## src/rtl/muldiv_pkg.sv

```systemverilog
// Shared definitions for the multiply/divide unit: op codes, FSM states, default width,
// and the funct-to-op decode used by the instruction decoder.
package muldiv_pkg;

    localparam int MD_WIDTH = 32;

    typedef enum logic [2:0] {
        MD_MULT  = 3'd0,
        MD_MULTU = 3'd1,
        MD_DIV   = 3'd2,
        MD_DIVU  = 3'd3,
        MD_MTHI  = 3'd4,
        MD_MTLO  = 3'd5,
        MD_NOP   = 3'd7
    } md_op_e;

    typedef enum logic [1:0] {
        IDLE = 2'd0,
        CALC = 2'd1,
        FIX  = 2'd2
    } md_state_e;

    // R-type funct field to unit op; anything else is a no-op for this unit
    function automatic md_op_e md_decode(input logic [5:0] funct);
        case (funct)
            6'h11:   return MD_MTHI;
            6'h13:   return MD_MTLO;
            6'h18:   return MD_MULT;
            6'h19:   return MD_MULTU;
            6'h1A:   return MD_DIV;
            6'h1B:   return MD_DIVU;
            default: return MD_NOP;
        endcase
    endfunction

endpackage

```

## src/rtl/muldiv_if.sv

```systemverilog
// Issue/result bundle between the decode stage and the multiply/divide unit.
interface muldiv_if #(parameter int WIDTH = muldiv_pkg::MD_WIDTH);
    import muldiv_pkg::*;

    logic             Start;
    md_op_e           Op;
    logic [WIDTH-1:0] Rdata1;
    logic [WIDTH-1:0] Rdata2;
    logic             Busy;
    logic             Done;
    logic             DivZero;
    logic [WIDTH-1:0] Hi;
    logic [WIDTH-1:0] Lo;

    modport master (output Start, Op, Rdata1, Rdata2,
                    input  Busy, Done, DivZero, Hi, Lo);
    modport slave  (input  Start, Op, Rdata1, Rdata2,
                    output Busy, Done, DivZero, Hi, Lo);
endinterface

```

## src/rtl/muldiv_negate.sv

```systemverilog
// Conditional two's-complement negate, used for operand magnitudes and result fixup.
module muldiv_negate #(parameter int W = 32) (
    input  logic         en,
    input  logic [W-1:0] a,
    output logic [W-1:0] y
);
    assign y = en ? ((~a) + W'(1)) : a;
endmodule

```

## src/rtl/muldiv_unit.sv

```systemverilog
// Iterative shift-add multiply / restoring divide with HI/LO registers.
// Define MULDIV_SIGNED_EN for signed MULT/DIV; otherwise they behave as MULTU/DIVU.
//
// state | meaning
// IDLE  | waiting for Start; MTHI/MTLO write Hi/Lo directly
// CALC  | one multiplier/quotient bit per cycle, WIDTH cycles
// FIX   | sign fixup, write Hi/Lo, pulse Done
module muldiv_unit import muldiv_pkg::*; #(parameter int WIDTH = MD_WIDTH) (
    input logic     CLK,
    input logic     RST,
    muldiv_if.slave bus
);
    localparam int CW = $clog2(WIDTH);

    md_state_e        state, state_nxt;
    logic [CW-1:0]    cnt;
    logic [WIDTH-1:0] acc_hi, acc_lo, opb;
    logic [WIDTH-1:0] hi_q, lo_q;
    logic             is_div, div_zero, done_q, div_zero_q;
    logic             is_mdop, issue, last;
    logic [WIDTH-1:0] opa_mag, opb_mag, quo_fix, rem_fix;
    logic [2*WIDTH-1:0] prod_fix;
    logic [WIDTH:0]   mul_sum, div_shift, div_trial;

    assign is_mdop = (bus.Op == MD_MULT) || (bus.Op == MD_MULTU) ||
                     (bus.Op == MD_DIV)  || (bus.Op == MD_DIVU);
    assign issue   = bus.Start && (state == IDLE) && is_mdop;
    assign last    = (cnt == CW'(WIDTH - 1));

    assign mul_sum   = {1'b0, acc_hi} + (acc_lo[0] ? {1'b0, opb} : '0);
    assign div_shift = {acc_hi, acc_lo[WIDTH-1]};
    assign div_trial = div_shift - {1'b0, opb};

`ifdef MULDIV_SIGNED_EN
    logic signed_op, neg_a_nxt, neg_b_nxt, neg_a, neg_b;

    assign signed_op = (bus.Op == MD_MULT) || (bus.Op == MD_DIV);
    assign neg_a_nxt = signed_op & bus.Rdata1[WIDTH-1];
    assign neg_b_nxt = signed_op & bus.Rdata2[WIDTH-1];

    muldiv_negate #(.W(WIDTH)) u_neg_a (.en(neg_a_nxt), .a(bus.Rdata1), .y(opa_mag));
    muldiv_negate #(.W(WIDTH)) u_neg_b (.en(neg_b_nxt), .a(bus.Rdata2), .y(opb_mag));

    always_ff @(posedge CLK or posedge RST) begin
        if (RST) begin
            neg_a <= 1'b0;
            neg_b <= 1'b0;
        end else if (issue) begin
            neg_a <= neg_a_nxt;
            neg_b <= neg_b_nxt;
        end
    end

    muldiv_negate #(.W(2*WIDTH)) u_fix_prod (.en(neg_a ^ neg_b), .a({acc_hi, acc_lo}), .y(prod_fix));
    muldiv_negate #(.W(WIDTH))   u_fix_quo  (.en(neg_a ^ neg_b), .a(acc_lo), .y(quo_fix));
    // remainder follows the dividend sign; with a zero divisor this restores Rdata1 exactly
    muldiv_negate #(.W(WIDTH))   u_fix_rem  (.en(neg_a), .a(acc_hi), .y(rem_fix));
`else
    assign opa_mag  = bus.Rdata1;
    assign opb_mag  = bus.Rdata2;
    assign prod_fix = {acc_hi, acc_lo};
    assign quo_fix  = acc_lo;
    assign rem_fix  = acc_hi;
`endif

    always_ff @(posedge CLK or posedge RST) begin
        if (RST) state <= IDLE;
        else     state <= state_nxt;
    end

    always_comb begin
        state_nxt = state;
        case (state)
            IDLE:    if (issue) state_nxt = CALC;
            CALC:    if (last)  state_nxt = FIX;
            FIX:     state_nxt = IDLE;
            default: state_nxt = IDLE;
        endcase
    end

    always_ff @(posedge CLK or posedge RST) begin
        if (RST) begin
            cnt        <= '0;
            acc_hi     <= '0;
            acc_lo     <= '0;
            opb        <= '0;
            is_div     <= 1'b0;
            div_zero   <= 1'b0;
            hi_q       <= '0;
            lo_q       <= '0;
            done_q     <= 1'b0;
            div_zero_q <= 1'b0;
        end else begin
            done_q     <= 1'b0;
            div_zero_q <= 1'b0;
            case (state)
                IDLE: begin
                    if (issue) begin
                        cnt      <= '0;
                        acc_hi   <= '0;
                        acc_lo   <= opa_mag;
                        opb      <= opb_mag;
                        is_div   <= (bus.Op == MD_DIV) || (bus.Op == MD_DIVU);
                        div_zero <= (bus.Rdata2 == '0);
                    end else if (bus.Start && bus.Op == MD_MTHI) begin
                        hi_q <= bus.Rdata1;
                    end else if (bus.Start && bus.Op == MD_MTLO) begin
                        lo_q <= bus.Rdata1;
                    end
                end
                CALC: begin
                    cnt <= cnt + 1'b1;
                    if (is_div) begin
                        if (!div_trial[WIDTH]) begin
                            acc_hi <= div_trial[WIDTH-1:0];
                            acc_lo <= {acc_lo[WIDTH-2:0], 1'b1};
                        end else begin
                            acc_hi <= div_shift[WIDTH-1:0];
                            acc_lo <= {acc_lo[WIDTH-2:0], 1'b0};
                        end
                    end else begin
                        acc_hi <= mul_sum[WIDTH:1];
                        acc_lo <= {mul_sum[0], acc_lo[WIDTH-1:1]};
                    end
                end
                FIX: begin
                    done_q     <= 1'b1;
                    div_zero_q <= is_div & div_zero;
                    if (is_div) begin
                        hi_q <= rem_fix;
                        lo_q <= div_zero ? '1 : quo_fix;
                    end else begin
                        {hi_q, lo_q} <= prod_fix;
                    end
                end
                default: ;
            endcase
        end
    end

    assign bus.Busy    = (state != IDLE);
    assign bus.Done    = done_q;
    assign bus.DivZero = div_zero_q;
    assign bus.Hi      = hi_q;
    assign bus.Lo      = lo_q;

endmodule
```

## src/flat_wrapper.sv

```systemverilog
// flat-port wrapper written by rule: the top's interface ports become plain ports
module muldiv_unit_flat import muldiv_pkg::*;
#(parameter int WIDTH = MD_WIDTH)
  (CLK, RST, bus_Start, bus_Op, bus_Rdata1, bus_Rdata2, bus_Busy, bus_Done, bus_DivZero, bus_Hi, bus_Lo);
  muldiv_if #(.WIDTH(WIDTH)) bus_i ();
  input logic CLK;
  input logic RST;
  input wire logic [$bits(bus_i.Start)-1:0] bus_Start;
  input wire logic [$bits(bus_i.Op)-1:0] bus_Op;
  input wire logic [$bits(bus_i.Rdata1)-1:0] bus_Rdata1;
  input wire logic [$bits(bus_i.Rdata2)-1:0] bus_Rdata2;
  output wire logic [$bits(bus_i.Busy)-1:0] bus_Busy;
  output wire logic [$bits(bus_i.Done)-1:0] bus_Done;
  output wire logic [$bits(bus_i.DivZero)-1:0] bus_DivZero;
  output wire logic [$bits(bus_i.Hi)-1:0] bus_Hi;
  output wire logic [$bits(bus_i.Lo)-1:0] bus_Lo;
  assign bus_i.Start = bus_Start;
  assign bus_i.Op = bus_Op;
  assign bus_i.Rdata1 = bus_Rdata1;
  assign bus_i.Rdata2 = bus_Rdata2;
  assign bus_Busy = bus_i.Busy;
  assign bus_Done = bus_i.Done;
  assign bus_DivZero = bus_i.DivZero;
  assign bus_Hi = bus_i.Hi;
  assign bus_Lo = bus_i.Lo;
  muldiv_unit #(.WIDTH(WIDTH)) u_core (.CLK(CLK), .RST(RST), .bus(bus_i));
endmodule
```

## config.mk

```make
export PLATFORM = sky130hd
export DESIGN_NAME = muldiv_unit_flat
export DESIGN_NICKNAME = d
export VERILOG_FILES = /design/src/rtl/muldiv_pkg.sv /design/src/rtl/muldiv_if.sv /design/src/rtl/muldiv_negate.sv /design/src/rtl/muldiv_unit.sv /design/src/flat_wrapper.sv
export SDC_FILE = /design/constraint.sdc
export NUM_CORES = 1
export LEC_CHECK = 0
export CORE_ASPECT_RATIO = 1.2
export CORE_MARGIN = 2
export CORE_UTILIZATION = 25
export CTS_CLUSTER_DIAMETER = 50
export DETAILED_ROUTE_END_ITERATION = 10
export SETUP_SLACK_MARGIN = 0.5
export SLEW_MARGIN = 20
export SYNTH_ARGS = -nofsm -noshare
export SYNTH_HDL_FRONTEND = slang
export SYNTH_SLANG_ARGS = --single-unit
```

## constraint.sdc

```tcl
create_clock -name CLK -period 5.65 [get_ports CLK]
set_clock_uncertainty 0.15 [all_clocks]
set_input_delay 1.13 -clock CLK [delete_from_list [all_inputs] [get_ports CLK]]
set_output_delay 1.13 -clock CLK [all_outputs]
set_load 0.02 [all_outputs]
```

==> summary by stage, run 1 <==
Timing
The count of final max-slew check failures is 0. The final-report setup violation count is 0. The summed negative setup slack over all endpoints is 0 ps. The count of final hold-check violations is 0.

Headroom to the max-slew limit came out at 24.8%. The top achievable clock speed is 247 MHz. Setup repair after global routing left no endpoint under its margin. Dividing the final minimum period by the clock period gives 71.6%. The worst path in the final design needs a cycle of 4050 ps, including I/O delays and setup. After layout, the worst setup slack is 1600 ps. The slew at the pin closest to its max-slew limit is 1130 ps.

Clock tree
After clock tree synthesis, the repair step resized 0 gates. The clock reaches the later pin of the worst-skew pair after 450 ps. Counting along the longest clock path gives a buffer depth of 2. CTS built an H-tree with a depth of 4. After clock tree synthesis, the clock-pin slew on the worst setup and hold paths is 70 ps. The tree is rooted in a sky130_fd_sc_hd__clkbuf_16. Post-CTS timing repair inserted 0 buffers for setup. The number of buffers created by CTS is 17. The clock tree from TritonCTS is done.

The hold buffer count at CTS is 0. Clock tree synthesis found a total of 171 sinks.

Route
For this block, the initial DRC count from the detailed router was 645. After detailed routing, the number of remaining DRC violations is 0. The first TritonRoute pass finished after 5 iterations. After detailed routing, the total wire length is 36000 um. The routed length per placed instance is 17.3 um. In the routed layout, each cell is associated on average with a via count of 4.97. For this block, the via count after detailed routing is 10400. In this run the remaining antenna-violating nets after routing total 0.

Global route
The first global-routing pass estimated 57100 um of wire. The largest net degree at the start of global routing is 75. For this run, the total global-route usage over all layers was measured as 14.9%.

The initial antenna violation count is 7. The remaining global-route overflow is 0. The number of global-route vias before repair came to 10200.

Yosys
Yosys attributes the largest share of cell area to sky130_fd_sc_hd__dfrtp_1 37%, sky130_fd_sc_hd__mux2i_1 7.2%, sky130_fd_sc_hd__ha_1 7.1%. The synthesized instance count is 1361. Counting flops with an async set or reset pin after synthesis yields a share of 100%. The number of flops mapped to enable cells by yosys is 0. The sequential share of the synthesized area is 36.7%. The top flip-flop cell by instance count after synthesis is sky130_fd_sc_hd__dfrtp_1. Yosys mapped the design onto 71 distinct sky130hd cell types.

In this run, synthesis produced a sequential element count of 171. The summed instance area of the synthesized netlist is 11600 sq um. The synthesized area per cell is 8.56 sq um. Yosys printed 0 warnings. The largest area contributor in the synthesized netlist is sky130_fd_sc_hd__dfrtp_1. Counting every net in the synthesized netlist gives 1499. The area share of the largest cell type after synthesis is 36.7%.

Setup path
The setup slack of the most critical reg-to-reg path is 1600 ps. The critical path required time is 5840 ps. In this run the critical register-to-register path is captured at u_core.acc_hi[23]$_DFFE_PP0P_. The startpoint identified for the worst register-to-register timing path is u_core.acc_lo[0]$_DFFE_PP0P_. For the worst flop-to-flop path, the logic depth is 14. In this run the worst path has a maximum fanout of 35. The critical path is of the reg2reg type. For the worst setup path, the data arrival time is 4240 ps. STA classifies the critical path startpoint as a register. STA classifies the critical path endpoint as a register.

Floorplanning
Measured along the x axis, the die boundary spans 201 um. The initial core utilization is 25.4%. The die boundary height is 240 um. The row count is 86. The floorplan step defined a core boundary enclosing 45900 sq um.

The number of top-level design ports is 137. The die area is 48300 sq um.

Layout
The fill cell total of the finished layout is 4762. The final cell utilization of the core is 31.1%. The finished cells cover 14300 sq um. The area growth from synthesis to final layout is 22.7%. In the layout the commonest cells are 183 x sky130_fd_sc_hd__nand2_1, 170 x sky130_fd_sc_hd__dfrtp_1, 136 x sky130_fd_sc_hd__clkdlybuf4s50_1.

The share of final-layout standard cells stronger than drive strength 1 is 5.38%. The library cell used most frequently in the layout, excluding fill and tap cells, is sky130_fd_sc_hd__nand2_1. The net count reported at finish is 1594. The number of diodes added for antenna fixing is 0.

Run status
The flow ran to the end, and the final reports show no timing, DRC or antenna violations.

Power
Summed over all cells, the static leakage comes to 0.00583 uW. For this design the ratio of total power to cell area is 740 nW/um^2. The highest ir drop seen on vdd is 0.338 mV.

Place
The final weighted congestion in routability-driven placement is 0.896. Detailed placement finished with a half-perimeter wire length of 26900 um. During placement, the flow inserted port buffers numbering 136. Prior to clock tree synthesis, the placed netlist has a worst setup slack of 1580 ps.

Once placement finished, the instance area stood at 13600 sq um.

Hold path
The worst hold path terminates at u_core.bus.Hi[9]$_DFFE_PP0P_. Counting instances, the worst hold path has a depth of 2. The worst hold path class is reg2reg. The worst hold path startpoint is u_core.bus.Hi[9]$_DFFE_PP0P_.

Job
The reported max-cap violation count is 0.
==> per-stage QoR <==
stage	hold WS, ps	power (uW)	std cells
finish	336	10600	2085
detailed placement	325	9200	2053
global route	351	11500	2085
floorplan	298	7360	1361
CTS	340	10600	2085
global placement	313	9120	2053
==> critical path: stages, from the launching register on <==
cell	delay [ps]
sky130_fd_sc_hd__dfrtp_1	930
sky130_fd_sc_hd__and2_1	240
sky130_fd_sc_hd__ha_1	170
sky130_fd_sc_hd__inv_1	60
sky130_fd_sc_hd__fa_1	400
sky130_fd_sc_hd__nand2b_1	190
sky130_fd_sc_hd__a21oi_1	220
sky130_fd_sc_hd__o21ai_0	170
sky130_fd_sc_hd__a21boi_1	300
sky130_fd_sc_hd__a31o_2	270
sky130_fd_sc_hd__a31o_1	210
sky130_fd_sc_hd__o21a_1	120
sky130_fd_sc_hd__nor2_1	50
sky130_fd_sc_hd__xnor2_1	130
sky130_fd_sc_hd__a221o_1	320
==> power by group <==
part           internal, uW  leakage, uW  switching [uW]  total [uW]
combinational          2920      0.00349            3780        6690
clock                   802     0.000316             534        1340
sequential             1860      0.00202             699        2560
total                  5580      0.00583            5010       10600
==> sequential cells by signal (all words and copies together) (netlist names) <==
signal	cells
u_core.bus.DivZero	1
u_core.opb	32
u_core.is_div	1
u_core.div_zero	1
u_core.bus.Done	1
u_core.state	2
u_core.acc_hi	32
u_core.bus.Hi	32
u_core.bus.Lo	32
u_core.cnt	5
u_core.acc_lo	32
==> cell families (layout without fill, tap and decap cells) <==
| logic type | count (synthesis) | in the layout | synth area share (%) |
|---|---|---|---|
| buffers and inverters | 129 | 237 | 4.41 |
| flip-flops | 171 | 171 | 36.7 |
| AO/OA/AOI/OAI | 428 | 428 | 23.0 |
| XOR/XNOR | 50 | 50 | 3.76 |
| AND/OR/NAND/NOR | 430 | 430 | 17.3 |
| adder cells (fa/ha/maj) | 68 | 68 | 7.43 |
| multiplexers | 85 | 85 | 7.31 |
==> layout make-up <==
type | instances | area [sq um] | area share, %
timing repair buffer | 154 | 1500 | 10.5
multi-input combinational | 1061 | 6900 | 48.2
inverter | 51 | 195 | 1.37
sequential | 171 | 4280 | 29.9
clock buffer | 19 | 443 | 3.10
clock inverter | 13 | 213 | 1.49
tap | 616 | 771 | 5.39
==> worst max path at each step <==
stage / startpoint / to / slack (ps) / cells after the start
after floorplan: RST / u_core.acc_hi[0]$_DFFE_PP0P_ / 2190 / 1
after global placement: u_core.acc_lo[0]$_DFFE_PP0P_ / u_core.acc_hi[23]$_DFFE_PP0P_ / 1670 / 14
after detailed placement: u_core.acc_lo[0]$_DFFE_PP0P_ / u_core.acc_hi[23]$_DFFE_PP0P_ / 1580 / 14
after CTS: u_core.acc_lo[0]$_DFFE_PP0P_ / u_core.acc_hi[23]$_DFFE_PP0P_ / 1550 / 14
after global routing: u_core.acc_lo[0]$_DFFE_PP0P_ / u_core.acc_hi[25]$_DFFE_PP0P_ / 1220 / 14
final: u_core.acc_lo[0]$_DFFE_PP0P_ / u_core.acc_hi[23]$_DFFE_PP0P_ / 1600 / 14
==> cell usage after synthesis (16+ instances only) <==
cell,instances
sky130_fd_sc_hd__nand3_1,16
sky130_fd_sc_hd__o21ai_0,128
sky130_fd_sc_hd__nor2_1,84
sky130_fd_sc_hd__a22oi_1,16
sky130_fd_sc_hd__dfrtp_1,171
sky130_fd_sc_hd__mux2i_1,84
sky130_fd_sc_hd__a21oi_1,74
sky130_fd_sc_hd__ha_1,66
sky130_fd_sc_hd__a211oi_1,39
sky130_fd_sc_hd__and2_1,36
sky130_fd_sc_hd__nand2_1,183
sky130_fd_sc_hd__a21o_1,27
sky130_fd_sc_hd__clkbuf_1,59
sky130_fd_sc_hd__inv_1,51
sky130_fd_sc_hd__xnor2_1,34
sky130_fd_sc_hd__xor2_1,16
sky130_fd_sc_hd__a31oi_1,76
sky130_fd_sc_hd__nor2b_1,44
==> layer usage <==
layer / track usage (%) / wire (um) / vias up
met5: 0 / 76 / -
met4: 6.08 / 1070 / 14
met3: 3.20 / 1870 / 72
met1: 18.9 / 16000 / 4962
li1: - / - / 5078
met2: 24.8 / 17000 / 232
Note: power is estimated with default switching activity, not from simulation.
==> run 2: changes to the inputs <==
==> constraint.sdc (replaced) <==
create_clock -name CLK -period 4 [get_ports CLK]
set_clock_uncertainty 0.15 [all_clocks]
set_input_delay 0.8 -clock CLK [delete_from_list [all_inputs] [get_ports CLK]]
set_output_delay 0.8 -clock CLK [all_outputs]
set_load 0.02 [all_outputs]
==> run 2 against run 1 <==
Clock power up 27%; sequential power up 40%; sequential share of layout area down 0.56 points; largest power group unchanged; critical path depth down 2; via count up 1.6%; first-iteration DRC count up 3.6%; combinational power up 55%; routed wire length up 2.0%; clock-buffer cell count down 2.
==> summary by stage, run 2 (same netlist as run 1, synthesis figures left out) <==
Timing
The final-report setup violation count is 0 (unchanged). The least setup slack across all paths after layout was 657 ps (-947 ps). The shortest period the worst path allows is 3340 ps (-703 ps). The portion of the clock cycle consumed by the worst path in the final layout is 83.6% (+12 points). The top achievable clock speed is 299 MHz (+21%).

The slew at the pin closest to its max-slew limit is 1060 ps (-67.0 ps). Setup repair after global routing left no endpoint under its margin. The worst-case headroom to the max-slew limit is 29.3% (+4.5 points). The summed negative setup slack over all endpoints came to 0 ps (unchanged).

The count of final hold-check violations is 0 (unchanged). The count of final max-slew check failures is 0 (unchanged).

Layout
The share of final-layout standard cells stronger than drive strength 1 is 7.57% (+2.2 points). The area growth from synthesis to final layout is 25.1%. The storage element area is 4280 sq um (about the same). The most frequent standard cell in the layout excluding fill and tap cells is sky130_fd_sc_hd__nand2_1. The final cell utilization of the core was 31.7% (+0.60 points). The fill cell total of the finished layout came to 4765 (+0.063%).

The net count reported at finish is 1605 (+0.69%). The final cell area excluding filler cells is 14600 sq um (+1.9%). The area of the multi-input gates was 7020 sq um (+1.8%). The top cell types in the final layout, fill and taps aside, are 183 x sky130_fd_sc_hd__nand2_1, 169 x sky130_fd_sc_hd__dfrtp_1, 136 x sky130_fd_sc_hd__clkdlybuf4s50_1.

Clock tree
The number of H-tree levels came to 4 (unchanged). The maximum root-to-sink buffer count came to 2 (unchanged). The hold buffer count at CTS is 0 (unchanged).

The cell chosen for the clock root is sky130_fd_sc_hd__clkbuf_16. The number of buffers created by CTS is 17 (unchanged). The number of sinks handled by clock tree synthesis is 171 (unchanged). TritonCTS built the clock tree.

The clock slew seen by the registers of the worst setup and hold paths is 70 ps (about the same). The clock network latency to the later pin of the worst-skew pair came to 450 ps (about the same).

Power
The highest ir drop seen on vdd is 0.838 mV (+150%). The part of the power in the clock network is 10.8% (-1.8 points). The post-layout total power is 15700 uW (+49%).

The portion of total power attributed to combinational logic is 66.4% (+3.2 points). The relative contribution of sequential cells to total power is 22.8% (-1.3 points). The power density over the cells came to 1080 nW/um^2 (+46%). The internal power is 8370 uW (+50%).

The switching share of total power is 46.8% (-0.50 points). The leakage power summed over all cells is 0.00592 uW (+1.6%). The power dissipated by switching net loads came to 7370 uW (+47%).

Global route
The initial antenna violation count is 8 (+1). The overall track demand over capacity in global routing was 15.0% (+0.10 points). The largest net degree at the start of global routing is 101 (+35%). The number of global-route vias before repair came to 10300 (+0.85%). The remaining global-route overflow is 0 (unchanged). The wire length of the first global-routing pass came to 57400 um (+0.53%).

Run status
The run finished with clean final reports.

Setup path
The category of the worst setup path capture point is a register. The critical path required time is 4190 ps (-1650 ps). The start point of the critical path is u_core.acc_lo[0]$_DFFE_PP0P_. On the critical path, the stage with the largest delay is an instance of sky130_fd_sc_hd__dfrtp_2. The maximum single-stage delay on the critical path is 430 ps (-500 ps). The setup slack of the most critical reg-to-reg path is 660 ps (-950 ps). The endpoint of the most critical setup path is u_core.acc_hi[23]$_DFFE_PP0P_.

The startpoint of the most critical register-to-register path is u_core.acc_lo[0]$_DFFE_PP0P_. The critical path launch point type is a register. The destination of the worst register-to-register timing path is u_core.acc_hi[23]$_DFFE_PP0P_.

Walking the worst path, the cells encountered are buf_4, and2_1, ha_1, a21o_1, o41ai_4, a21boi_2, a31o_4, a31o_1, o21a_1, nor2_1, xnor2_1, a221o_1. The peak fanout along the critical path is 19 (-46%). The cell depth of the worst flop-to-flop path is 12 (-2). The critical setup path kind is reg2reg. The data arrival time of the critical path is 3530 ps (-710 ps).

Route
The post-detailed-route via-to-cell ratio is 5.02 (+1.0%). After detailed routing, no signal wire sits above met5. The number of design rule violations left after detail routing came to 0 (unchanged). The routed wire length on met3 was 1970 um (+5.4%). The sum of routed wire segments on met1 came to 15800 um (-1.2%). The total met2 wirelength after detailed routing was 17800 um (+4.8%). The routed length per placed instance came to 17.5 um (+1.4%). The initial DRC count is 668 (+3.6%).

The number of detailed-route iterations in the first pass is 5 (unchanged). The residual antenna-violating net count after detailed routing was 0 (unchanged). The number of vias after detailed routing is 10500 (+1.6%). The post-detailed-routing wire length is 36700 um (+2.0%).

Job
The reported max-cap violation count came to 0 (unchanged).

Place
The worst slack at placement is 442 ps (-1140 ps). The final weighted congestion in routability-driven placement is 0.902 (+0.66%). The number of buffers added on ports was 136 (unchanged). The detailed-placement wirelength estimate is 27200 um (+1.1%). The post-detailed-placement cell area is 13700 sq um (+0.38%).

Floorplanning
The initial core utilization is 25.4% (unchanged). The die outline width is 201 um (unchanged). The area of the placeable core is 45900 sq um (unchanged). The die area was 48300 sq um (unchanged). The die boundary height was 240 um (unchanged).

The row count came to 86 (unchanged). The number of top-level design ports is 137 (unchanged).

Hold path
The path class of the tightest hold or removal check is reg2reg.
run 2: worst max-delay path, delay by kind of cell (launching register included):
family	cells	cell delay [ps]
AO/OA/AOI/OAI	7	1710
flip-flops	1	430
adder cells (fa/ha/maj)	1	380
XOR/XNOR	1	80
buffers and inverters	1	200
AND/OR/NAND/NOR	2	260
run 2: power by group through the flow:
stage / clock (uW) / combinational, uW / sequential, uW
4_1_cts: 1740 / 10200 / 3560
3_5_place_dp: 0 / 9470 / 3600
6_report: 1700 / 10400 / 3580
5_1_grt: 1800 / 11500 / 3700
2_1_floorplan: 0 / 6850 / 3540
3_3_place_gp: 0 / 9380 / 3560
run 2: per-stage QoR:
stage	std cells	hold WS, ps
2_1_floorplan	1361	298
3_3_place_gp	2054	316
3_5_place_dp	2054	329
4_1_cts	2092	343
5_1_grt	2097	361
6_report	2097	337
run 2: how the worst min path moves through the flow:
stage,to,startpoint,depth (start not counted),slack [ps]
2_1_floorplan,u_core.div_zero$_DFFE_PP0P_,u_core.div_zero$_DFFE_PP0P_,2,300
3_3_place_gp,u_core.div_zero$_DFFE_PP0P_,u_core.div_zero$_DFFE_PP0P_,2,320
3_5_place_dp,u_core.bus.Hi[1]$_DFFE_PP0P_,u_core.bus.Hi[1]$_DFFE_PP0P_,2,330
4_1_cts,u_core.cnt[3]$_DFFE_PP0P_,u_core.cnt[3]$_DFFE_PP0P_,1,340
5_1_grt,u_core.cnt[3]$_DFFE_PP0P_,u_core.cnt[3]$_DFFE_PP0P_,1,360
6_report,u_core.bus.Hi[18]$_DFFE_PP0P_,u_core.bus.Hi[18]$_DFFE_PP0P_,2,340
run 2: layout make-up:
| type | count | share of cell area, % |
|---|---|---|
| clock buffer | 17 | 2.92 |
| sequential | 171 | 29.4 |
| multi-input combinational | 1061 | 48.2 |
| timing repair buffer | 165 | 11.7 |
| clock inverter | 15 | 1.14 |
| inverter | 51 | 1.34 |
| antenna | 1 | 0.0172 |
| tap | 616 | 5.29 |
run 2: layer usage:
| metal | vias to the layer above | GRT usage (%) |
|---|---|---|
| met5 | - | 0 |
| met4 | 14 | 5.72 |
| met3 | 70 | 3.10 |
| met2 | 283 | 25.9 |
| met1 | 5049 | 18.4 |
| li1 | 5107 | - |
run 2: what timing repair did:
item	4_1_cts	5_1_grt
setup endpoints to repair	5	33
buffers inserted	3	4
hold endpoints to repair	0	0
gates resized for setup	2	29
cloned	3	0
pin swaps	2	7
==> run 3: changes to the inputs <==
==> constraint.sdc (replaced) <==
create_clock -name CLK -period 3.1 [get_ports CLK]
set_clock_uncertainty 0.15 [all_clocks]
set_input_delay 0.62 -clock CLK [delete_from_list [all_inputs] [get_ports CLK]]
set_output_delay 0.62 -clock CLK [all_outputs]
set_load 0.02 [all_outputs]
==> run 3 against run 2 <==
The flow now finishes with violations (setup timing); routed wire length is 7.5% higher; worst hold slack got worse by 4.0 ps; final area is 13% higher; clock power up 38%; power is 54% higher; setup slack worse by 930 ps; first-iteration DRC count fell by 11%; critical path type unchanged; global-route usage increased by 1.0 points; register-to-register slack got worse by 930 ps; maximum frequency is 0.93% lower; sequential cell count did not move.
==> summary by stage, run 3 (same netlist as run 1, synthesis figures left out) <==
Run status
The flow ran to the end, but the final reports show violations. The checks that failed: setup timing.

Clock tree
The number of H-tree levels came to 4 (unchanged). The number of buffers created by CTS was 17 (unchanged). The clock network latency to the later pin of the worst-skew pair came to 460 ps (about the same).

The number of sinks handled by clock tree synthesis is 171 (unchanged). TritonCTS built the clock tree. The maximum root-to-sink buffer count is 2 (unchanged). The cell chosen for the clock root is sky130_fd_sc_hd__clkbuf_16. The clock slew seen by the registers of the worst setup and hold paths came to 70 ps (about the same).

Layout
Relative to the synthesized area, the layout overhead comes to 40.7%. The share of final-layout standard cells stronger than drive strength 1 was 20.5% (+13 points). The area of the multi-input gates is 7390 sq um (+5.2%).

The final cell utilization of the core is 35.7% (+4.0 points). Leaving out fill and tap cells, the most frequent cells in the layout are 189 x sky130_fd_sc_hd__buf_4, 182 x sky130_fd_sc_hd__nand2_1, 170 x sky130_fd_sc_hd__dfrtp_1. The storage element area is 4280 sq um (about the same). The fill cell total of the finished layout was 4614 (-3.2%). The net count reported at finish was 1787 (+11%). The final instance count without filler cells is 2279 (+8.7%). The most frequent standard cell in the layout excluding fill and tap cells is sky130_fd_sc_hd__buf_4.

Setup path
Traced cell by cell, the critical path runs through inv_1, ha_1, nor2b_2, o31a_1, o21ai_4, a21boi_4, o21ai_4, buf_6, a211oi_1, buf_4, a211oi_4, buf_12, buf_6, buf_4, nand2_1, o211ai_1, a21oi_1. The data arrival time of the critical path is 3560 ps (+30 ps). The critical path required time is 3280 ps (-910 ps). The maximum single-stage delay on the critical path is 350 ps (-80 ps). The category of the worst setup path capture point is a register. On the critical path, the stage with the largest delay is an instance of sky130_fd_sc_hd__dfrtp_1. Broken down by cell family, the worst path's largest delay share belongs to compound AO/OA/AOI/OAI gates. The critical path is of the reg2reg type.

The peak fanout along the critical path is 8 (-11). The count of buffering cells on the critical path with inverters included is 6 (+5). The critical path launch point type is a register.

Route
The post-detailed-routing wire length is 39400 um (+7.5%). The post-detailed-route via-to-cell ratio is 4.95 (-1.4%). The initial DRC count is 597 (-11%). The number of vias after detailed routing is 11300 (+7.1%). The routed length per placed instance is 17.3 um (-1.1%). The number of detailed-route iterations in the first pass is 5 (unchanged). The number of design rule violations left after detail routing is 0 (unchanged). The residual antenna-violating net count after detailed routing is 0 (unchanged).

Timing
The count of final hold-check violations is 0 (unchanged). The least setup slack across all paths after layout is -275 ps (-932 ps). The summed negative setup slack over all endpoints came to -5630 ps (-5630 ps). Setup repair after global routing could not meet its margin everywhere. The count of final max-slew check failures is 0 (unchanged). The shortest period the worst path allows is 3370 ps (+31.5 ps). The final-report setup violation count came to 32 (+32). The top achievable clock speed was 296 MHz (-0.93%). The portion of the clock cycle consumed by the worst path in the final layout came to 109% (+25 points). The worst-case headroom to the max-slew limit is 52.5% (+23 points). The slew at the pin closest to its max-slew limit is 711 ps (-349 ps).

Power
The portion of total power attributed to combinational logic is 72.3% (+5.9 points). The highest ir drop seen on vdd is 0.887 mV (+5.8%). The leakage power summed over all cells was 0.00687 uW (+16%). The part of the power in the clock network was 9.7% (-1.1 points). The internal power was 13400 uW (+60%). The power dissipated by switching net loads came to 10800 uW (+47%). The power density over the cells was 1480 nW/um^2 (+37%).

The switching share of total power is 44.8% (-2.0 points). The relative contribution of sequential cells to total power is 18.0% (-4.8 points).

Global route
The initial antenna violation count was 6 (-2). The wire length of the first global-routing pass came to 61800 um (+7.7%). The largest net degree at the start of global routing is 98 (-3.0%). The number of global-route vias before repair came to 11300 (+9.7%). The remaining global-route overflow is 0 (unchanged). The overall track demand over capacity in global routing is 16.1% (+1.0 points).

Job
The reported max-cap violation count came to 0 (unchanged).

Floorplanning
The row count is 86 (unchanged). The area of the placeable core is 45900 sq um (unchanged). The number of top-level design ports was 137 (unchanged). The die boundary height is 240 um (unchanged). The die outline width came to 201 um (unchanged). The initial core utilization is 25.4% (unchanged). The die area is 48300 sq um (unchanged).

Hold path
The worst hold path class is reg2reg.

Place
The number of buffers added on ports is 136 (unchanged). The final weighted congestion in routability-driven placement is 0.919 (+1.9%). The detailed-placement wirelength estimate is 29300 um (+7.5%).

The total instance count after detailed placement is 2221 (+8.1%).
run 3: changes by cell type in the layout (fill, tap and decap cells not counted), sizes merged, moves of 2 or more:
cell,delta
buf,+185
inv,-2
clkbuf,+3
bufbuf,-3
clkinv,-3
run 3: area by class of cell:
| class | count | area share, % |
|---|---|---|
| inverter | 51 | 1.19 |
| clock buffer | 20 | 2.85 |
| clock inverter | 12 | 0.984 |
| sequential | 171 | 26.1 |
| antenna | 1 | 0.0153 |
| timing repair buffer | 347 | 19.1 |
| tap | 616 | 4.70 |
| multi-input combinational | 1061 | 45.1 |
run 3: layer usage:
metal	share of wire, %	GRT usage (%)
met2	49	27.9
met4	2.1	4.78
met1	44	20.2
met5	0.11	0
met3	4.8	3.04
run 3: power by group through the flow:
stage | logic (uW) | clock network (uW) | registers, uW
floorplan | 8980 | 0 | 4580
global placement | 15000 | 0 | 4330
detailed placement | 15300 | 0 | 4350
CTS | 16300 | 2380 | 4330
global route | 18900 | 2480 | 4480
finish | 17500 | 2340 | 4360
run 3: worst reg2reg max path, delay by kind of cell (launching register included):
kind                     cells  cell delay [ps]
adder cells (fa/ha/maj)      1              310
AO/OA/AOI/OAI                8             1430
AND/OR/NAND/NOR              2              220
buffers and inverters        6              800
flip-flops                   1              350
run 3: stage by stage:
step / setup WS (ps) / area, sq um / hold slack [ps] / total power, uW
after floorplan: 19.6 / 11700 / 298 / 13600
after global placement: -210 / 15100 / 317 / 19400
after detailed placement: -247 / 15100 / 321 / 19600
after CTS: -180 / 16100 / 336 / 23000
after global routing: -417 / 16400 / 364 / 25900
final: -275 / 16400 / 333 / 24200
run 3: repair_timing:
action                                  in CTS  in global routing
endpoints found under the setup margin      34                 33
setup buffers                               12                 12
resized for setup                           48                 50
pin swaps                                   21                 28
endpoints found under the hold margin        0                  0
hold buffers                                 0                  0
gates cloned                                 1                  0
run 3: worst paths after layout:
kind / from / to / slack, ps / depth (start not counted)
worst max-delay path: u_core.opb[2]$_DFFE_PP0P_ / u_core.acc_hi[0]$_DFFE_PP0P_ / -270 / 17
max in group asynchronous: RST / u_core.bus.Lo[2]$_DFFE_PP0P_ / 1860 / 3
min in group asynchronous: RST / u_core.bus.Hi[24]$_DFFE_PP0P_ / 500 / 3
worst min-delay path: u_core.bus.Hi[20]$_DFFE_PP0P_ / u_core.bus.Hi[20]$_DFFE_PP0P_ / 330 / 2
worst min register to register: u_core.bus.Hi[20]$_DFFE_PP0P_ / u_core.bus.Hi[20]$_DFFE_PP0P_ / 330 / 2
worst max register to register: u_core.opb[2]$_DFFE_PP0P_ / u_core.acc_hi[0]$_DFFE_PP0P_ / -270 / 17
==> RTL change 1 (settings of run 1) <==
Build with the macro `MULDIV_SIGNED_EN` defined.
--- a/src/rtl/muldiv_unit.sv
+++ b/src/rtl/muldiv_unit.sv
@@ -5,6 +5,8 @@
 // IDLE  | waiting for Start; MTHI/MTLO write Hi/Lo directly
 // CALC  | one multiplier/quotient bit per cycle, WIDTH cycles
 // FIX   | sign fixup, write Hi/Lo, pulse Done
+`define MULDIV_SIGNED_EN
+
 module muldiv_unit import muldiv_pkg::*; #(parameter int WIDTH = MD_WIDTH) (
     input logic     CLK,
     input logic     RST,
Check against the original RTL: same outputs for any inputs over 4 cycles, from zero or initial values and one cycle with RST high; that may be too few to reach the edited logic, so the function may still have changed.
==> RTL change 1 against run 1 <==
Count of clock-buffer cells in the layout fell by 1. Synthesized area is 20% higher. Power increased by 4.4%. Setup slack got worse by 0.59 ns. Wire length is 24% higher. Sequential cell count up 2. Non-clock buffer count is 3 higher. Cell count is 21% higher. Design area up 17%. Synthesized cell count grew 26%. Critical path type unchanged.
==> RTL change 1: results (changes against run 1) <==
status: "complete, no violations"
routabilityCongestion: 0.885  # -1.3%
drt_wl_total_um: 44700  # +24%
yosysUniqueCellTypes: 65  # -8.5%
fillers: 5817  # +22%
insertion_delay_ns: 0.46
ant_nets: 0  # unchanged
muxShareOfSynthArea_pct: 6.17  # -1.1 points
startpoint: "u_core.acc_lo[31]"
grt_max_degree: 100  # +33%
p_per_area_mw_per_mm2: 663  # -10%
n_all_inverters: 72  # +41%
met2_length_um: 20700  # +22%
endpoint: "u_core.acc_hi[3]"
synthAdderAreaFrac_pct: 6.57  # -0.86 points
synthXorXnorAreaFrac_pct: 10.9  # +7.1 points
arrival_ns: 4.83  # +0.59 ns
ctsHtreeMaxLevel: 4  # unchanged
postSynth.topFlopCell: "dfrtp_1"
route.met3.wl_um: 2600  # +39%
hold_end: "u_core.opb[10]"
synth_compound_area_share_pct: 24.5  # +1.5 points
multi_input_comb_cells: 1377  # +30%
antenna_found_initial: 1  # -6
gr-usage-met2_pct: 24.8  # about the same
ir_worst_vdd_uv: 322  # -4.8%
cpPeakStageDelay_ns: 0.79  # -0.14 ns
grt_pass1_wl_um: 70000  # +23%
p_leak_nw: 6.74  # +16%
cp_slowest_cell: "o41ai_1"
crit_path_max_fanout: 28  # -20%
first_global_vias: 12400  # +21%
slew_headroom_pct: 30.9  # +6.1 points
multi_input_area_share_pct: 54.1  # +5.9 points
hpwl_um: 34200  # +27%
buffer_area_share_pct: 9.27  # -1.2 points
drtIter0Drc: 912  # +41%
switching_share_pct: 49.3  # +1.9 points
clkbuf_count: 18  # -1
nWellTaps: 720  # +17%
nNetsFinal: 1940  # +22%
met1_length_um: 20600  # +29%
ys_ff_latch: 173  # +1.2%
dpl_cell_area_mm2: 0.0161  # +18%
clock_area_share_pct: 3.55  # -1.0 points
synth_area_leaders: "dfrtp_1, o21ai_0, xnor2_1"
hold_start: "u_core.opb[10]"
yosysSeqAreaShare_pct: 31.1  # -5.7 points
n_all_buffers: 157  # +1.9%
register_area_mm2: 0.00433  # +1.2%
grt_util_met1_pct: 20.8  # +1.9 points
reg2reg_slack_ns: 1.01  # -0.59 ns
antenna_cells: 0  # unchanged
vias_per_cell: 5.10  # +2.7%
grt.total_usage_pct: 15.3  # +0.33 points
seq_power_share_pct: 23.5  # -0.6 points
drive_gt1_share_pct: 4.53  # -0.85 points
-- RTL change 1: changes by cell type in the layout (fill, tap and decap cells not counted), sizes merged, moves of 19 or more --
| cell | delta |
|---|---|
| o21ai | +81 |
| inv | +25 |
| nand2 | +30 |
| o211ai | +28 |
| a21oi | +34 |
| nor2 | +19 |
| a211oi | -31 |
| xnor2 | +70 |
| and2 | -28 |
| a31oi | -60 |
| o22ai | +34 |
| nor2b | -25 |
| xor2 | +53 |
-- RTL change 1: critical path, delay by kind of cell (launching register included) --
kind / cells / cell delay [ns]
compound gates: 6 / 1.86
fa+ha+maj: 2 / 0.63
flops: 1 / 0.41
simple gates: 2 / 0.38
buf+inv: 2 / 0.40
mux: 1 / 0.20
xor+xnor: 1 / 0.47
-- RTL change 1: per-stage QoR --
stage	cells	power [mW]	worst slack, ns
floorplan	1720	7.59	1.98
CTS	2531	11.0	0.998
global route	2531	12.0	0.654
finish	2531	11.0	1.01
detailed placement	2499	9.79	0.903
global placement	2499	9.66	0.862
==> RTL change 2 (flow settings as in run 1) <==
Made on the original files. Encoding of `md_state_e`: now one-hot (3 bits for 3 states).
--- a/src/rtl/muldiv_pkg.sv
+++ b/src/rtl/muldiv_pkg.sv
@@ -14,10 +14,10 @@
         MD_NOP   = 3'd7
     } md_op_e;
 
-    typedef enum logic [1:0] {
-        IDLE = 2'd0,
-        CALC = 2'd1,
-        FIX  = 2'd2
+    typedef enum logic [2:0] {
+        IDLE = 3'b001,
+        CALC = 3'b010,
+        FIX  = 3'b100
     } md_state_e;
 
     // R-type funct field to unit op; anything else is a no-op for this unit
Function: no difference found for any inputs over 4 cycles, from zero or initial values and one cycle with RST high; so few cycles prove little.
==> RTL change 2 against run 1 <==
Count of clock-buffer cells in the layout is 1 higher. Via count is 0.14% higher. Setup slack worse by 0.33 ns. Worst hold slack worse by 0.0053 ns. Design area is 1.2% lower. Sequential cell count is 1 higher. Wire length is 3.9% higher. Synthesized area is 0.89% lower. First-iteration DRC count is 11% higher. Critical path type unchanged. Critical endpoint is now u_core.acc_hi[7]. Largest cell class unchanged. Highest routed layer unchanged.
Power is not compared: it rests on default switching activity, and its combinational part moved more than twofold at a synthesized area within 25%.
==> RTL change 2: results (changes against run 1) <==
slew_headroom_pct: 35.1  # +10 points
muxShareOfSynthArea_pct: 5.01  # -2.3 points
synth_compound_area_share_pct: 23.9  # +0.88 points
placed_cells_incl_taps: 2033  # -0.97%
hpwl_um: 28400  # +5.3%
vias_per_cell: 5.02  # +1.1%
syn_avg_cell_area_um2: 8.60  # +0.44%
grt.total_usage_pct: 15.5  # +0.54 points
r2r-start: "u_core.opb[0]"
grt_max_degree: 89  # +19%
final_cells: 2065  # -0.96%
synth_fp_nets: 1481  # -1.2%
yosysUniqueCellTypes: 71  # unchanged
synth_area_leaders: "dfrtp_1, nand2_1, ha_1"
rr_worst_depth: 11  # -3
first_global_vias: 10300  # +1.3%
period_minus_slack_ns: 4.38  # +0.331 ns
synthAdderAreaFrac_pct: 7.50  # +0.067 points
crit_path_max_fanout: 15  # -57%
nNetsFinal: 1574  # -1.3%
arrival_ns: 4.58  # +0.34 ns
synthXorXnorAreaFrac_pct: 3.79  # +0.034 points
clk_pin_slew_ns: 0.08
reg2reg_slack_ns: 1.27  # -0.33 ns
cts_root_buffer: "clkbuf_16"
insertion_delay_ns: 0.46
holdWs_ns: 0.331  # -0.00525 ns
dpl_cell_area_mm2: 0.0135  # -0.74%
yosysSeqAreaShare_pct: 37.3  # +0.56 points
power_mw: 5.60
drive_gt1_share_pct: 7.18  # +1.8 points
cp_slowest_cell: "a221oi_4"
p_leak_nw: 6.00
routabilityCongestion: 0.910  # +1.5%
drt_wl_total_um: 37400  # +3.9%
ys_top_cells_by_count: "nand2_1, dfrtp_1, o21ai_0, nor2_1, clkbuf_1"
hold_start: "u_core.bus.Lo[11]"
cpPeakStageDelay_ns: 0.86  # -0.07 ns
grt_pass1_wl_um: 59000  # +3.4%
post_cts_resized: 0  # unchanged
antenna_found_initial: 4  # -3
r2r_end: "u_core.acc_hi[7]"
drtIter0Drc: 715  # +11%
hold_end: "u_core.bus.Lo[11]"
status: "complete, no violations"
RTL change 2: cell types whose count changed after synthesis, sizes merged, moves of 10 or more:
cell	change
a211oi	-31
a21oi	-16
a31oi	-36
buf	-13
clkbuf	+12
mux2i	-30
nand2	+38
nor2b	-32
o21ai	+10
o221a	+30
or3	+29
RTL change 2: worst max-delay path, delay by kind of cell (launching register included):
| kind | cells | cell delay (ns) |
|---|---|---|
| adders and majority gates | 2 | 0.67 |
| muxes | 1 | 0.43 |
| and+or+nand+nor | 1 | 0.21 |
| AOI/OAI and AO/OA | 7 | 2.36 |
| DFF | 1 | 0.44 |
RTL change 2: layer usage:
metal | global-route usage, % | routed length [µm]
met3 | 3.61 | 2120
met5 | 0 | 52
met2 | 25.9 | 17600
met1 | 19.8 | 16900
met4 | 4.77 | 738
RTL change 2: layout make-up:
class,count,area [µm²]
clock buffer,20,447
clock inverter,12,136
fill,4778,31600
inverter,53,203
multi-input combinational,1041,6770
sequential,172,4310
tap,616,771
timing repair buffer,151,1500
